## src/rtl/sync_fifo_pkg.sv

```systemverilog
// Shared types and elaboration-time helpers for the extended synchronous FIFO.
package sync_fifo_pkg;

  typedef enum logic {
    RD_STD  = 1'b0,
    RD_FWFT = 1'b1
  } read_mode_e;

  function automatic int addr_w(input int depth);
    return $clog2(depth);
  endfunction

  // One extra bit so the count can represent a completely full FIFO.
  function automatic int cnt_w(input int depth);
    return $clog2(depth) + 1;
  endfunction

  function automatic bit depth_ok(input int depth);
    return (depth >= 4) && ((depth & (depth - 1)) == 0);
  endfunction

  function automatic bit af_ok(input int af, input int depth);
    return (af >= 1) && (af <= depth);
  endfunction

  function automatic bit ae_ok(input int ae, input int depth);
    return (ae >= 0) && (ae <= depth - 1);
  endfunction

endpackage

```

## src/rtl/fifo_mem.sv

```systemverilog
// Simple dual-port RAM: one write port, one synchronous read port.
// The read register doubles as the FIFO output register.
module fifo_mem #(
  parameter int WIDTH  = 8,
  parameter int DEPTH  = 16,
  parameter int ADDR_W = $clog2(DEPTH)
) (
  input  logic              clk,
  input  logic              reset,
  input  logic              wr_en,
  input  logic [ADDR_W-1:0] wr_addr,
  input  logic [WIDTH-1:0]  wr_data,
  input  logic              rd_en,
  input  logic [ADDR_W-1:0] rd_addr,
  output logic [WIDTH-1:0]  rd_data
);

  logic [WIDTH-1:0] mem [DEPTH];

  // Storage array write; contents are not reset.
  always_ff @(posedge clk) begin
    if (wr_en) mem[wr_addr] <= wr_data;
  end

  // Registered read; a same-address write in the same cycle returns the old word.
  always_ff @(posedge clk) begin
    if (reset)      rd_data <= '0;
    else if (rd_en) rd_data <= mem[rd_addr];
  end

endmodule

```

## src/rtl/sync_fifo_ext.sv

```systemverilog
// Single-clock FIFO with standard or first-word-fall-through read, programmable
// almost-full/almost-empty thresholds, occupancy count, sticky error flags and flush.
//
// Handshake: a write is taken on a clock edge where wr_enable=1 and either the
// FIFO is not full or a read is taken on the same edge; a read is taken where
// rd_enable=1 and empty=0. Requests that are not taken leave all state untouched
// and set the matching sticky error flag.
module sync_fifo_ext
  import sync_fifo_pkg::*;
#(
  parameter int WIDTH     = 8,
  parameter int DEPTH     = 16,
  parameter int AF_THRESH = DEPTH - 2,
  parameter int AE_THRESH = 2,
  parameter int FWFT      = 0
) (
  input  logic                 clk,
  input  logic                 reset,
  input  logic                 clear,
  input  logic                 wr_enable,
  input  logic                 rd_enable,
  input  logic [WIDTH-1:0]     data_in,
  output logic [WIDTH-1:0]     data_out,
  output logic                 full,
  output logic                 empty,
  output logic                 almost_full,
  output logic                 almost_empty,
  output logic [$clog2(DEPTH):0] count,
  output logic                 overflow,
  output logic                 underflow
);

  localparam int         ADDR_W = addr_w(DEPTH);
  localparam int         CNT_W  = cnt_w(DEPTH);
  localparam read_mode_e MODE   = (FWFT != 0) ? RD_FWFT : RD_STD;

  if (!depth_ok(DEPTH)) begin : g_bad_depth
    $error("sync_fifo_ext: DEPTH must be a power of two and at least 4");
  end
  if (!af_ok(AF_THRESH, DEPTH)) begin : g_bad_af
    $error("sync_fifo_ext: AF_THRESH out of range 1..DEPTH");
  end
  if (!ae_ok(AE_THRESH, DEPTH)) begin : g_bad_ae
    $error("sync_fifo_ext: AE_THRESH out of range 0..DEPTH-1");
  end

  logic [ADDR_W-1:0] wr_ptr;
  logic [ADDR_W-1:0] rd_ptr;
  logic              out_valid;
  logic              rd_ok;
  logic              wr_ok;
  logic              has_stored;
  logic              ram_rd;
  logic              wr_go;
  logic              rd_go;

  // Status flags decode only registered state, so no input reaches them combinationally.
  assign full         = (count == CNT_W'(DEPTH));
  assign almost_full  = (count >= CNT_W'(AF_THRESH));
  assign almost_empty = (count <= CNT_W'(AE_THRESH));
  assign empty        = (MODE == RD_FWFT) ? !out_valid : (count == '0);

  // Request acceptance and RAM read scheduling.
  always_comb begin
    rd_ok      = rd_enable && !empty;
    wr_ok      = wr_enable && (!full || rd_ok);
    // Words still in the RAM, i.e. not yet moved to the FWFT output register.
    has_stored = (count - CNT_W'(out_valid)) != '0;
    ram_rd     = 1'b0;
    if (MODE == RD_FWFT) ram_rd = has_stored && (!out_valid || rd_ok);
    else                 ram_rd = rd_ok;
    wr_go      = wr_ok && !reset && !clear;
    rd_go      = ram_rd && !reset && !clear;
  end

  // Pointers, occupancy and sticky errors; flush behaves like reset except for data_out.
  always_ff @(posedge clk) begin
    if (reset || clear) begin
      wr_ptr    <= '0;
      rd_ptr    <= '0;
      count     <= '0;
      overflow  <= 1'b0;
      underflow <= 1'b0;
    end else begin
      if (wr_ok)  wr_ptr <= wr_ptr + 1'b1;
      if (ram_rd) rd_ptr <= rd_ptr + 1'b1;
      count <= count + CNT_W'(wr_ok) - CNT_W'(rd_ok);
      if (wr_enable && !wr_ok) overflow  <= 1'b1;
      if (rd_enable && empty)  underflow <= 1'b1;
    end
  end

  // FWFT output-word valid bit: set when the head is fetched, cleared when popped dry.
  always_ff @(posedge clk) begin
    if (reset || clear) begin
      out_valid <= 1'b0;
    end else if (MODE == RD_FWFT) begin
      if (ram_rd)     out_valid <= 1'b1;
      else if (rd_ok) out_valid <= 1'b0;
    end
  end

  fifo_mem #(
    .WIDTH  (WIDTH),
    .DEPTH  (DEPTH),
    .ADDR_W (ADDR_W)
  ) u_mem (
    .clk     (clk),
    .reset   (reset),
    .wr_en   (wr_go),
    .wr_addr (wr_ptr),
    .wr_data (data_in),
    .rd_en   (rd_go),
    .rd_addr (rd_ptr),
    .rd_data (data_out)
  );

endmodule

```

## config.mk

```make
export PLATFORM = sky130hd
export DESIGN_NAME = sync_fifo_ext
export DESIGN_NICKNAME = d
export VERILOG_FILES = /design/src/rtl/sync_fifo_pkg.sv /design/src/rtl/fifo_mem.sv /design/src/rtl/sync_fifo_ext.sv
export SDC_FILE = /design/constraint.sdc
export NUM_CORES = 1
export LEC_CHECK = 0
export ABC_AREA = 1
export ABC_CLOCK_PERIOD_IN_PS = 4600
export CORE_MARGIN = 10
export CORE_UTILIZATION = 60
export DETAILED_ROUTE_END_ITERATION = 16
export HOLD_SLACK_MARGIN = 0.08
export PLACE_DENSITY = 0.91
export SLEW_MARGIN = 20
export SYNTH_ARGS = -nofsm -noshare
export SYNTH_HDL_FRONTEND = slang
export SYNTH_HIERARCHICAL = 1
export SYNTH_SLANG_ARGS = --single-unit
export TNS_END_PERCENT = 20
```

## constraint.sdc

```tcl
create_clock -name clk -period 4.6 [get_ports clk]
set_input_delay 0.92 -clock clk [delete_from_list [all_inputs] [get_ports clk]]
set_output_delay 0.92 -clock clk [all_outputs]
set_load 0.005 [all_outputs]
```

Word-level counts from Yosys, hierarchy flattened --
Memory sizes are Yosys's and may differ from the RTL's. A register that Yosys moved wholly into a read port is not among the register bits. Cells that the tools add are included. W data, S select, Z words.
Storage, ports and cells: latch bits 0, memories 1, word-level logic and storage cells 31, memory bits (writable) 128, register bits after elaboration 15, memory bits (read-only) 0
Operators by class: reduce and logical (&&, ||, !) cells 16, add/subtract/negate cells 4, $mul 0, equal/unequal tests 1, $lt $le $gt $ge 2, shifts and indexed selects 0, multiplexer cells 2, bitwise gates (word level) 0, div/mod/pow operators 0
Memories:
- u_mem.mem | depth 16, bits a word 8, rd ports 1, clocked after memory_dff 1, wr ports 1, line fifo_mem.sv:18 | logic [WIDTH-1:0] mem [DEPTH];
Operator list (number):
- $add A4 B1 Y4 const B | 2
- $logic_and A1 B1 Y1 | 8
- $add A5 B1 Y5 | 1
- $eq A5 B5 Y1 const B | 1
- $ge A5 B4 Y1 const B | 1
- $le A5 B2 Y1 const B | 1
- $logic_not A1 Y1 | 5
- $logic_not A5 Y1 | 1
- $sub A5 B1 Y5 | 1
- $logic_or A1 B1 Y1 | 2
- $mux W1 | 2

Longest topological paths before layout --
depth in word-level cells 9, mapped depth 15, mapped depth without buffers 15

Hierarchy --
The synthesis kept the hierarchy.
Modules (own cells, without submodules):
- fifo_mem | cells each 490, area each 5577.8 µm², sequential area each 4003.8 µm², times used 1
- sync_fifo_ext | cells each 118, area each 902.1 µm², sequential area each 300.3 µm², times used 1

Worst setup path before layout --
OpenSTA, ideal clock, no wires.
kind input to register, start in rd_enable, end reg count[4], required time 4487 ps, arrival time 2314 ps, path buffers 0, stages 13, setup time 113 ps, setup slack 2173 ps, cell sequence inv_1 nand4_2 nand2_2 inv_1 nand2_1 nand2_1 ha_1 inv_1 fa_1 o21ai_0 a21oi_1 nor2_1 nor2_1
Between the ends: longest elaborated chain between the ends 5
RTL lines:
- start: declaration | line sync_fifo_ext.sv:21 | input logic rd_enable,
- $logic_and A1 B1 Y1 (*) | line sync_fifo_ext.sv:65 | rd_ok = rd_enable && !empty;
- $logic_or A1 B1 Y1 | line sync_fifo_ext.sv:66 | wr_ok = wr_enable && (!full || rd_ok);
- $logic_and A1 B1 Y1 | line sync_fifo_ext.sv:66
- $add A5 B1 Y5 | line sync_fifo_ext.sv:87 | count <= count + CNT_W'(wr_ok) - CNT_W'(rd_ok);
- $sub A5 B1 Y5 (*) | line sync_fifo_ext.sv:87
- end signal: assignment | line sync_fifo_ext.sv:87
- end: declaration | line sync_fifo_ext.sv:28 | output logic [$clog2(DEPTH):0] count,
Every way passes the cells marked *; elsewhere a longest branch is shown, timed or not. A chain may end at the register's enable or synchronous reset.

Final worst setup path --
start in reset, end mem u_mem.mem[8][2] (enable)
Between the ends: longest elaborated chain between the ends 5
RTL lines:
- start: declaration | line sync_fifo_ext.sv:18 | input logic reset,
- $logic_not A1 Y1 | line sync_fifo_ext.sv:72 | wr_go = wr_ok && !reset && !clear;
- $logic_and A1 B1 Y1 (2 in series) | line sync_fifo_ext.sv:72
- net wr_go | line sync_fifo_ext.sv:54 | logic wr_go;
- $mux W1 | line fifo_mem.sv:22 | if (wr_en) mem[wr_addr] <= wr_data;
- $mux W1 (not written as such) | line fifo_mem.sv:22
- end: declaration | line fifo_mem.sv:18
The timed path passes the listed nets, and every way through them passes these cells.

==> impl_metrics.env <==
export IMPL_slew_violations=0
export IMPL_finalSetupViolations=0
export IMPL_ir_worst_vdd_uv=339
export IMPL_fin_ws_ps=1300
export IMPL_antenna_left=0
export IMPL_routabilityCongestion=0.900
export IMPL_max_stage_delay_ps=650
export IMPL_clock_latency_ps=550
export IMPL_grtUsageMet1_pct=25.0
export IMPL_pwr_density_cell_nw_per_um2=444
export IMPL_hold_path_startpoint="overflow"
export IMPL_syn2layout_area_growth_pct=13.6
export IMPL_drt_iter0_markers=818
export IMPL_cts_setup_buffers=0
export IMPL_tritoncts="yes"
export IMPL_die_height_um=124
export IMPL_tns_ps=0
export IMPL_cp_required_ps=4780
export IMPL_via_per_inst=6.24
export IMPL_final_cell_mix="nand2_1, edfxtp_1, nand3_1"
export IMPL_cts_root_buffer="clkbuf_8"
export IMPL_postCtsHoldBufs=0
export IMPL_p_leak_uw=0.00276
export IMPL_crit_family="simple AND/OR/NAND/NOR gates"
export IMPL_cp_end_kind="register"
export IMPL_grtUsageMet2_pct=34.8
export IMPL_initial_utilization_pct=62.2
export IMPL_hold_violations=0
export IMPL_crit_type="in2reg"
export IMPL_gr_max_usage_layer="met2"
export IMPL_antenna_found_initial=0
export IMPL_row_count=37
export IMPL_hold_path_end="overflow"
export IMPL_wl_per_cell_um=21.0
export IMPL_yosysSeqAreaShare_pct=66.4
export IMPL_grt_overflow_total=0
export IMPL_dp_slack_ps=941
export IMPL_hold_path_depth=2
export IMPL_worst_setup_path_start_kind="input port"
export IMPL_worst_pin_slew_ps=1090
export IMPL_relSlewSlack_pct=27.1
export IMPL_dp_cells=750
export IMPL_critPathMostFrequentCell="nor2_1"
export IMPL_hpwlAfterDp_um=9700
export IMPL_layout_drive_gt1_share_pct=6.50
export IMPL_die_area_um2=15400
export IMPL_port_buffers=31
export IMPL_synth_edf_count=128
export IMPL_grt_pass1_vias=4693
export IMPL_vias=4876
export IMPL_layout_commonest_cell="nand2_1"
export IMPL_grt_pass1_wl_um=24800
export IMPL_final_instance_count_excl_fill=782
export IMPL_period_minus_slack_ps=3300
export IMPL_grt_setup_unrepaired="false"
export IMPL_synth_area_um2=6480
export IMPL_io_pins=32
export IMPL_cpMaxStageDelayCell="nor2_1"
export IMPL_routed_wl_um=16400
export IMPL_syn_nets=634
export IMPL_r2r_slack_ps=1940
export IMPL_synth_area_top_cells="edfxtp_1, nand2_1, nand3_1"
export IMPL_syn_avg_cell_area_um2=10.7
export IMPL_antenna_cells=0
export IMPL_htree_levels=4
export IMPL_cts_reportedPaths_clkPinSlew_ps=60
export IMPL_cts_sinks=151
export IMPL_post_route_period_util_pct=71.8
export IMPL_synth_top_area_share_pct=59.3
export IMPL_cap_violations=0
export IMPL_cts_made_buffers=17
export IMPL_met3_usage_pct=7.15
export IMPL_critical_path_buf_inv_count=2
export IMPL_rr_startpoint="count[2]"
export IMPL_yosysUniqueCellTypes=27
export IMPL_yosysTopAreaCell="edfxtp_1"
export IMPL_r2r_cells=7
export IMPL_ys_flop_type="edfxtp_1"
export IMPL_drc_errors=0
export IMPL_cp_arrival_ps=3480
export IMPL_die_width_um=124
export IMPL_min_path_type="reg2reg"
export IMPL_coreArea_um2=10400
export IMPL_cp_max_fo=9
export IMPL_ctsResizeCount=0
export IMPL_outcome="finished clean"
export IMPL_worstPathCellList="clkdlybuf4s50_1, nor2_4, clkinv_1, nor2_1, nand3b_1, nor2_1"
export IMPL_grt_max_degree=70
export IMPL_max_clock_path_buffers=2
export IMPL_drtPass1Iterations=9
export IMPL_netlist_instances=608
export IMPL_rr_endpoint="u_mem/mem[8][2]"
export IMPL_fin_nets=659
export IMPL_fmax_mhz=303
export IMPL_finalClockSkew_ps=12.5
export IMPL_async_flop_share_pct=0
export IMPL_grtUsageTotal_pct=21.8
export IMPL_yosys_warnings=6
export IMPL_ys_ff_latch=151
kinds of logic after synthesis:
| kind of cell | after synthesis | synth area share (%) |
|---|---|---|
| buf+inv | 58 | 5.00 |
| fa+ha+maj | 13 | 2.63 |
| simple gates | 368 | 24.3 |
| xor+xnor | 3 | 0.406 |
| flops | 151 | 66.4 |
| compound gates | 15 | 1.24 |
tightest hold or removal path, stage by stage (launching register included):
cell     delay (ps)
dfxtp_1         320
inv_1            50
a21oi_1          60
worst max path at each step:
stage / from / to / slack (ps) / depth (start not counted)
after floorplan: rd_enable / count[4] / 2170 / 13
after global placement: reset / u_mem/mem[9][7] / 1090 / 6
after detailed placement: reset / u_mem/mem[8][1] / 940 / 6
after CTS: reset / u_mem/mem[8][2] / 1430 / 6
after global routing: reset / u_mem/mem[7][7] / 1220 / 6
final: reset / u_mem/mem[8][2] / 1300 / 6
sequential cells by signal, indices dropped and copies added, names as in the netlist:
signal         cells
rd_ptr             4
underflow          1
overflow           1
u_mem/mem        128
wr_ptr             4
count              5
u_mem/rd_data      8
Yosys cell counts, types with 2 or more instances:
cell type,count
inv_2,3
a21oi_1,9
nand3_1,112
edfxtp_1,128
nand2_1,193
nor2_1,53
xor2_1,2
dfxtp_1,23
ha_1,12
buf_6,10
nor2_4,2
o21a_1,2
buf_2,10
inv_1,27
o21ai_0,4
buf_4,5
nand3b_1,3
power by group:
group          internal, µW  switching, µW
sequential             1500           16.4
combinational           131            237
clock                   829            553
total                  2460            807
through the flow:
step / utilization (%) / hold slack, ps / power, µW / instance area, µm²
6_report: 70.7 / 476 / 3270 / 7360
4_1_cts: 70.7 / 474 / 3260 / 7360
2_1_floorplan: - / 447 / 1770 / 6480
5_1_grt: 70.7 / 492 / 3360 / 7360
3_3_place_gp: 65.0 / 451 / 1880 / 6770
3_5_place_dp: 65.0 / 448 / 1900 / 6770
area by class of cell:
| type | count | area (µm²) |
|---|---|---|
| clock inverter | 14 | 175 |
| timing repair buffer | 33 | 325 |
| multi-input combinational | 399 | 1850 |
| fill | 633 | 3050 |
| sequential | 151 | 4310 |
| tap | 136 | 170 |
| inverter | 31 | 116 |
| clock buffer | 18 | 418 |
routing by layer:
metal / routed length [µm] / vias up / part of all wire (%)
met4: 813 / 0 / 4.9
met5: 0 / - / 0
met2: 7920 / 424 / 48
li1: - / 2112 / -
met3: 2080 / 82 / 13
met1: 5610 / 2258 / 34
Power figures use the tool's default switching activity.
